### src/rtl/reg_dump_reader_if.sv
// Word stream from the register dump reader to its consumer (debug/trace, UART dump).
interface reg_dump_reader_if #(
  parameter int unsigned DATA_WIDTH = 32,
  parameter int unsigned ADDR_WIDTH = 5
);
  logic                  out_valid;
  logic                  out_ready;
  logic [DATA_WIDTH-1:0] out_data;
  logic [ADDR_WIDTH-1:0] out_idx;
  logic                  out_last;

  modport master (
    output out_valid, out_data, out_idx, out_last,
    input  out_ready
  );

  modport slave (
    input  out_valid, out_data, out_idx, out_last,
    output out_ready
  );
endinterface

### src/rtl/reg_dump_reader.sv
// Walks an inclusive index range of the live register file outputs and streams
// each word over valid/ready, ending with a done pulse and a modular checksum.
module reg_dump_reader #(
  parameter int unsigned DATA_WIDTH = 32,
  parameter int unsigned ADDR_WIDTH = 5,
  parameter bit          ZERO_R0    = 1'b1
) (
  input  logic                                    clk,
  input  logic                                    rst,
  input  logic                                    start_i,
  input  logic [ADDR_WIDTH-1:0]                   start_idx_i,
  input  logic [ADDR_WIDTH-1:0]                   end_idx_i,
  input  logic                                    abort_i,
  input  logic [(2**ADDR_WIDTH)*DATA_WIDTH-1:0]   regs_flat_i,
  reg_dump_reader_if.master                       dump_if,
  output logic                                    busy_o,
  output logic                                    done_o,
  output logic [DATA_WIDTH-1:0]                   checksum_o
);

  localparam int unsigned NUM_REGS = 2**ADDR_WIDTH;

  typedef enum logic {IDLE, SEND} state_e;

  state_e                state_q;
  logic [ADDR_WIDTH-1:0] end_idx_q;
  logic [ADDR_WIDTH-1:0] idx_q;
  logic [DATA_WIDTH-1:0] data_q;
  logic                  valid_q;
  logic                  last_q;
  logic                  busy_q;
  logic                  done_q;
  logic [DATA_WIDTH-1:0] csum_q;

  logic [DATA_WIDTH-1:0] regs_w [NUM_REGS];
  logic [ADDR_WIDTH-1:0] next_idx_c;
  logic [ADDR_WIDTH-1:0] sample_idx_c;
  logic [DATA_WIDTH-1:0] sample_word_c;
  logic                  xfer_c;

  // Unpack the flat bus; index 0 optionally reads as hard zero.
  for (genvar g = 0; g < NUM_REGS; g++) begin : g_regs
    if (ZERO_R0 && g == 0) begin : g_zero
      assign regs_w[g] = '0;
    end else begin : g_live
      assign regs_w[g] = regs_flat_i[g*DATA_WIDTH +: DATA_WIDTH];
    end
  end

  // next_idx only used while idx_q < end_idx_q, so it cannot wrap.
  assign next_idx_c    = ADDR_WIDTH'(idx_q + 1'b1);
  assign sample_idx_c  = (state_q == IDLE) ? start_idx_i : next_idx_c;
  assign sample_word_c = regs_w[sample_idx_c];
  assign xfer_c        = valid_q & dump_if.out_ready;

  always_ff @(posedge clk) begin
    if (!rst) begin
      state_q   <= IDLE;
      end_idx_q <= '0;
      idx_q     <= '0;
      data_q    <= '0;
      valid_q   <= 1'b0;
      last_q    <= 1'b0;
      busy_q    <= 1'b0;
      done_q    <= 1'b0;
      csum_q    <= '0;
    end else begin
      done_q <= 1'b0;
      case (state_q)
        IDLE: begin
          if (start_i) begin
            end_idx_q <= end_idx_i;
            csum_q    <= '0;
            if (start_idx_i <= end_idx_i) begin
              state_q <= SEND;
              idx_q   <= start_idx_i;
              data_q  <= sample_word_c;
              valid_q <= 1'b1;
              last_q  <= (start_idx_i == end_idx_i);
              busy_q  <= 1'b1;
            end else begin
              done_q <= 1'b1;
            end
          end
        end
        SEND: begin
          // Abort beats a simultaneous transfer; that word is not summed.
          if (abort_i) begin
            state_q <= IDLE;
            valid_q <= 1'b0;
            last_q  <= 1'b0;
            busy_q  <= 1'b0;
          end else if (xfer_c) begin
            csum_q <= csum_q + data_q;
            if (last_q) begin
              state_q <= IDLE;
              valid_q <= 1'b0;
              last_q  <= 1'b0;
              busy_q  <= 1'b0;
              done_q  <= 1'b1;
            end else begin
              idx_q  <= next_idx_c;
              data_q <= sample_word_c;
              last_q <= (next_idx_c == end_idx_q);
            end
          end
        end
        default: state_q <= IDLE;
      endcase
    end
  end

  assign dump_if.out_valid = valid_q;
  assign dump_if.out_data  = data_q;
  assign dump_if.out_idx   = idx_q;
  assign dump_if.out_last  = last_q;
  assign busy_o            = busy_q;
  assign done_o            = done_q;
  assign checksum_o        = csum_q;

endmodule

### src/flat_wrapper.sv
// flat-port wrapper written by rule: the top's interface ports become plain ports
module reg_dump_reader_flat 
#(
  parameter int unsigned DATA_WIDTH = 32,
  parameter int unsigned ADDR_WIDTH = 5,
  parameter bit          ZERO_R0    = 1'b1
)
  (clk, rst, start_i, start_idx_i, end_idx_i, abort_i, regs_flat_i, busy_o, done_o, checksum_o, dump_if_out_valid, dump_if_out_data, dump_if_out_idx, dump_if_out_last, dump_if_out_ready);
  reg_dump_reader_if #(.DATA_WIDTH(DATA_WIDTH), .ADDR_WIDTH(ADDR_WIDTH)) dump_if_i ();
  input  logic clk;
  input  logic rst;
  input  logic start_i;
  input  logic [ADDR_WIDTH-1:0] start_idx_i;
  input  logic [ADDR_WIDTH-1:0] end_idx_i;
  input  logic abort_i;
  input  logic [(2**ADDR_WIDTH)*DATA_WIDTH-1:0] regs_flat_i;
  output logic busy_o;
  output logic done_o;
  output logic [DATA_WIDTH-1:0] checksum_o;
  output wire logic [$bits(dump_if_i.out_valid)-1:0] dump_if_out_valid;
  output wire logic [$bits(dump_if_i.out_data)-1:0] dump_if_out_data;
  output wire logic [$bits(dump_if_i.out_idx)-1:0] dump_if_out_idx;
  output wire logic [$bits(dump_if_i.out_last)-1:0] dump_if_out_last;
  input wire logic [$bits(dump_if_i.out_ready)-1:0] dump_if_out_ready;
  assign dump_if_out_valid = dump_if_i.out_valid;
  assign dump_if_out_data = dump_if_i.out_data;
  assign dump_if_out_idx = dump_if_i.out_idx;
  assign dump_if_out_last = dump_if_i.out_last;
  assign dump_if_i.out_ready = dump_if_out_ready;
  reg_dump_reader #(.DATA_WIDTH(DATA_WIDTH), .ADDR_WIDTH(ADDR_WIDTH), .ZERO_R0(ZERO_R0)) u_core (.clk(clk), .rst(rst), .start_i(start_i), .start_idx_i(start_idx_i), .end_idx_i(end_idx_i), .abort_i(abort_i), .regs_flat_i(regs_flat_i), .dump_if(dump_if_i), .busy_o(busy_o), .done_o(done_o), .checksum_o(checksum_o));
endmodule
### config.mk
export PLATFORM = sky130hd
export DESIGN_NAME = reg_dump_reader_flat
export DESIGN_NICKNAME = d
export VERILOG_FILES = /design/src/rtl/reg_dump_reader_if.sv /design/src/rtl/reg_dump_reader.sv /design/src/flat_wrapper.sv
export SDC_FILE = /design/constraint.sdc
export NUM_CORES = 1
export LEC_CHECK = 0
export ABC_AREA = 1
export BUFFER_PORTS_ARGS = -buffer_cell sky130_fd_sc_hd__buf_2
export CAP_MARGIN = 15
export CORE_AREA = 5 5 426 428
export DETAILED_ROUTE_END_ITERATION = 12
export DIE_AREA = 0 0 431 433
export GPL_ROUTABILITY_DRIVEN = 0
export PLACE_DENSITY = 0.37
export SLEW_MARGIN = 0
export SYNTH_ARGS = -nofsm -noshare
export SYNTH_HDL_FRONTEND = slang
export SYNTH_SLANG_ARGS = --single-unit
### constraint.sdc
create_clock -name clk -period 4.8 [get_ports clk]
set_input_delay 0.48 -clock clk [delete_from_list [all_inputs] [get_ports clk]]
set_output_delay 0.48 -clock clk [all_outputs]
set_load 0.02 [all_outputs]
# Word-level counts from Yosys, hierarchy flattened
# Cells that the tools add are included.
[word_totals]
ff_bits = 78
out_inout_bits = 73
[classes]
addsub = 2
order_cmp = 2
n_eq_ne = 9
muxes = 44
n_bitwise = 3
n_reduce_logical = 5
[op_table]
columns = ["op", "n"]
rows = [
  ["32-bit 2-to-1 mux", 10],
  ["32-bit binary-select mux with 5-bit select", 1],
  ["32-bit one-hot mux with 2 select lines", 2],
  ["32-bit adder", 1],
  ["5-bit 2-to-1 mux", 6],
  ["1-bit 2-to-1 mux", 20],
  ["5-bit == test", 2],
  ["2-bit inequality test (second input constant)", 5],
  ["5-bit one-hot mux with 2 select lines", 1],
  ["1-bit one-hot mux with 2 select lines", 4],
  ["6-bit greater-or-equal comparator (second input constant)", 1],
  ["3-bit inequality test (second input constant)", 2],
  ["5-bit NOT with 6-bit output", 1],
  ["3-bit AND reduction", 2],
  ["5-bit by 1-bit adder with 5-bit output (second input constant)", 1],
  ["5-bit less-or-equal comparator", 1],
  ["5-bit AND reduction", 1],
  ["4-bit AND reduction", 1],
  ["2-bit AND reduction", 1],
  ["1-bit AND", 1],
  ["1-bit NOT", 1],
]

# Logic depth before layout (Yosys ltp)
[depth]
word_depth = 10
depth_mapped = 15

# Worst setup path after synthesis
# Ideal clock, no wire load.
[synth_timing]
path_type = "input-to-reg"
start = "input end_idx_i[4]"
end = "register u_core.data_q[31] (netlist: u_core.dump_if.out_data[31])"
setup_ns = 0.113
arrival_ns = 1.951
slack_ns = 2.736
cell_stages = 14
path_cell_list = "inv_1 > ha_1 > nand2_1 > or2_2 > nand3_1 > nand3_1 > nand2_2 > inv_2 > buf_6 > buf_6 > nor2_1 > nor2_1 > nand2_1 > nor2_1"
[synth_via]
elab_chain_len = 3
[synth_lines]
columns = ["element", "line", "source"]
rows = [
  ["start: declaration", "flat_wrapper.sv:14", "input logic [ADDR_WIDTH-1:0] end_idx_i;"],
  ["5-bit less-or-equal comparator", "reg_dump_reader.sv:74", "if (start_idx_i <= end_idx_i) begin"],
  ["2-bit inequality test (no source line)", "--", ""],
  ["5-bit AND reduction (no source line)", "--", ""],
  ["end signal: assignment", "reg_dump_reader.sv:77", "data_q <= sample_word_c;"],
  ["end signal: assignment", "reg_dump_reader.sv:103", "data_q <= sample_word_c;"],
  ["end: declaration", "reg_dump_reader.sv:28", "logic [DATA_WIDTH-1:0] data_q;"],
]
# No other way between the ends.
# A chain may end at the register's enable or synchronous reset.

# Worst setup path after layout
[layout_timing]
start = "register u_core.state_q"
end = "register u_core.data_q[30] (netlist: u_core.dump_if.out_data[30])"
[layout_via]
elab_chain_len = 9
[layout_lines]
columns = ["element", "line", "source"]
rows = [
  ["start: declaration", "reg_dump_reader.sv:25", "state_e state_q;"],
  ["start signal: assignment", "reg_dump_reader.sv:58", "state_q <= IDLE;"],
  ["start signal: assignment", "reg_dump_reader.sv:75", "state_q <= SEND;"],
  ["start signal: assignment", "reg_dump_reader.sv:89", "state_q <= IDLE;"],
  ["5-bit 2-to-1 mux", "reg_dump_reader.sv:52", "assign sample_idx_c = (state_q == IDLE) ? start_idx_i : next_idx_c;"],
  ["5-bit NOT with 6-bit output (not written as such)", "reg_dump_reader.sv:53", "assign sample_word_c = regs_w[sample_idx_c];"],
  ["32-bit binary-select mux with 5-bit select", "reg_dump_reader.sv:53", ""],
  ["32-bit 2-to-1 mux (not written as such) (2 in a row)", "reg_dump_reader.sv:53", ""],
  ["32-bit 2-to-1 mux", "reg_dump_reader.sv:95", "if (last_q) begin"],
  ["32-bit 2-to-1 mux", "reg_dump_reader.sv:93", "end else if (xfer_c) begin"],
  ["32-bit 2-to-1 mux", "reg_dump_reader.sv:88", "if (abort_i) begin"],
  ["32-bit one-hot mux with 2 select lines", "reg_dump_reader.sv:69", "case (state_q)"],
]
# Parallel ways exist; a longest one is shown, timed or not. The select of a mux whose other input is x is not followed.

==> flow_summary.toml <==
[run_status]
outcome = "completed"

[sta]
slew_violations = 0
fmax_mhz = 272
skew_ns = 0.00929
setup_viol = 0
max-slew-margin-rel_pct = 36.1
min_period_ns = 3.67
rsz0062_at_grt = "no"
tightestPinTransition_ns = 0.954
hold_viol = 0
finalCritPeriodShare_pct = 76.5
setup_tns_ns = 0
fin_hold_ws_ns = 0.392

[drt]
vias_per_cell = 3.85
wire_per_inst_um = 24.4
final_antenna_net_count = 0
vias = 24600
drc = 0
dr.pass1.iters = 5
drt_iter0_markers = 1732
wl_mm = 156

[global_routing]
grt_max_degree = 155
track_usage_pct = 15.7
grt_pass1_wl_mm = 202
use_met3_pct = 3.34
use_met2_pct = 28.8
antenna_found_initial = 122
grt_overflow = 0
grtUsageMet1_pct = 19.2
first_global_vias = 23500
busiest_layer = "met2"

[hold_path]
hold_depth = 3
hold_end = "u_core.end_idx_q[1]"
min_from = "end_idx_i[1]"
hold_class = "in -> reg"

[setup_path]
worst_setup_path_start_kind = "register"
crit_fanout = 54
r2r_slack_ns = 1.13
crit_path_top_delay_cell = "dfxtp_1"
critPathKind = "reg -> reg"
critical_path_required_ns = 5.11
critPathMostFrequentCell = "nand3_1"
endpoint_kind = "register"
worstPathCellList = "o21ai_4, buf_12, buf_12, nor2_4, nand2_1, nand3_1, nand3_1, nand3_1, nand2_1, nor2_1"
cp.arrival_ns = 3.99
reg2reg_to = "u_core.dump_if.out_data[30]"
reg2reg_from = "u_core.state_q"
reg2regPathDepth = 10
cpPeakStageDelay_ns = 0.75

[pwr]
p_leak_nw = 12.1
p_clk_share_pct = 14.6
p_int_mw = 2.30
vdd_drop_max_mv = 0.154
powerDensity_nw_per_um2 = 220
swShare_pct = 56.3
pwr-share-comb_pct = 70.0
switching_power_mw = 2.96
seq_power_share_pct = 15.4

[floorplan]
core_um2 = 177000
initial_core_util_pct = 8.73
ios = 1112
fp.dieW_um = 431
fp-row-count = 155
die_h_um = 433
die-area_um2 = 187000

[synth]
ys_seq_area_share_pct = 10.1
synth_warnings = 0
syn-cell-area_um2 = 15500
synth_area_leader_cell = "nand2_1"
syn_nets = 4131
synth_area_per_cell_um2 = 5.07
synth_seq_cells = 78
synth.area.top_cells = "nand2_1 (18%), o211ai_1 (14%), nand3_1 (13%)"
ys_types = 35
synthCells = 3054
synth_top_cell_area_share_pct = 17.7

[clock_tree]
clockBufferDepth = 2
cts-root-buf = "clkbuf_16"
path_clk_slew_ns = 0.07
cts_tree = "yes"
numCtsBuffers = 9
cts_resized = 0
clk-insertion-delay-late_ns = 0.37
cts_hold_buf = 0
cts_htree_levels = 3
clkSinkCount = 78
cts_setup_buffers = 0

[finish]
layout.nets = 5061
fin_util_pct = 13.5
fin_cells = 6385
area_delta_synth_final_pct = 54.3
layout_common_cells = "buf_2 (1079), nand2_1 (731), nor2_1 (492)"
final_common_cell = "buf_2"
drive_above_1_share_pct = 29.7

[place]
io_buffers = 1079
placedCellCount = 6328
hpwl_mm = 136

[run]
maxCapViolCount = 0
## synth_stat cells, drive strengths merged
library cell    n
a21o            3
nand3b          4
a21oi         110
clkbuf         69
nand2         734
fa              1
inv           398
o21bai          3
nand4           1
o21ai         251
or2             6
o211ai        287
clkinv          2
dfxtp          78
o22ai           1
ha             37
o21a            2
buf           158
nor2          496
a21boi          1
nand3         400
xor2            4
nor3            4
xnor2           4
## worst max-delay path, delay by kind of cell (launching register included)
kind	cells	cell delay [ns]
buf+inv	2	0.53
compound gates	1	0.34
flops	1	0.75
simple gates	7	1.87
## power by group through the flow
stage                     Sequential (mW)  Combinational, mW  Clock [mW]
after floorplan                     0.829               1.86           0
after global placement              0.829               3.83           0
after detailed placement            0.830               3.83           0
after CTS                           0.814               3.84       0.798
after global routing                0.817               4.09       0.810
final                               0.807               3.68       0.766
## cell families (layout without fill, tap and decap cells)
kind of cell,after synthesis,in the layout,synth area share (%)
flops,78,78,10.1
other cells,0,41,0
fa+ha+maj,38,38,3.12
buf+inv,627,1562,16.8
compound gates,658,658,26.1
simple gates,1645,1645,43.4
xor+xnor,8,8,0.452
## flip-flops by register name (all words and copies together), names as in the netlist
register,count
u_core.checksum_o,32
u_core.done_o,1
u_core.dump_if.out_data,32
u_core.dump_if.out_idx,5
u_core.dump_if.out_last,1
u_core.dump_if.out_valid,1
u_core.end_idx_q,5
u_core.state_q,1
## final cells by class
| cell class | count | area (µm²) |
|---|---|---|
| inverters | 400 | 1510 |
| well taps | 2355 | 2950 |
| diodes | 41 | 103 |
| flip-flops and latches | 78 | 1560 |
| repair buffers | 1146 | 6080 |
| clock inverters | 3 | 42.5 |
| multi-input cells | 2349 | 11400 |
| fillers | 21300 | 154000 |
| clock buffers | 13 | 260 |
## layer usage
metal	vias up	wire (µm)
met1	11400	63200
met2	969	78600
met4	66	3140
li1	11900	-
met5	-	389
met3	235	10500
## worst max path at each step
stage                              start                           to  slack (ns)  depth (start not counted)
final                     u_core.state_q  u_core.dump_if.out_data[30]        1.13                         10
after CTS                 u_core.state_q  u_core.dump_if.out_data[30]        0.91                         10
after global routing      u_core.state_q  u_core.dump_if.out_data[30]        0.87                         10
after floorplan             end_idx_i[4]  u_core.dump_if.out_data[31]        2.74                         14
after global placement    u_core.state_q  u_core.dump_if.out_data[30]        0.94                         10
after detailed placement  u_core.state_q  u_core.dump_if.out_data[30]        0.95                         10
## stage by stage
stage,worst slack (ns),instance area (µm²),power [mW]
floorplan,2.74,15500,2.69
global placement,0.943,23500,4.65
detailed placement,0.952,23500,4.66
CTS,0.912,23800,5.46
global route,0.874,23900,5.72
finish,1.13,23900,5.25
Power figures use the tool's default switching activity.
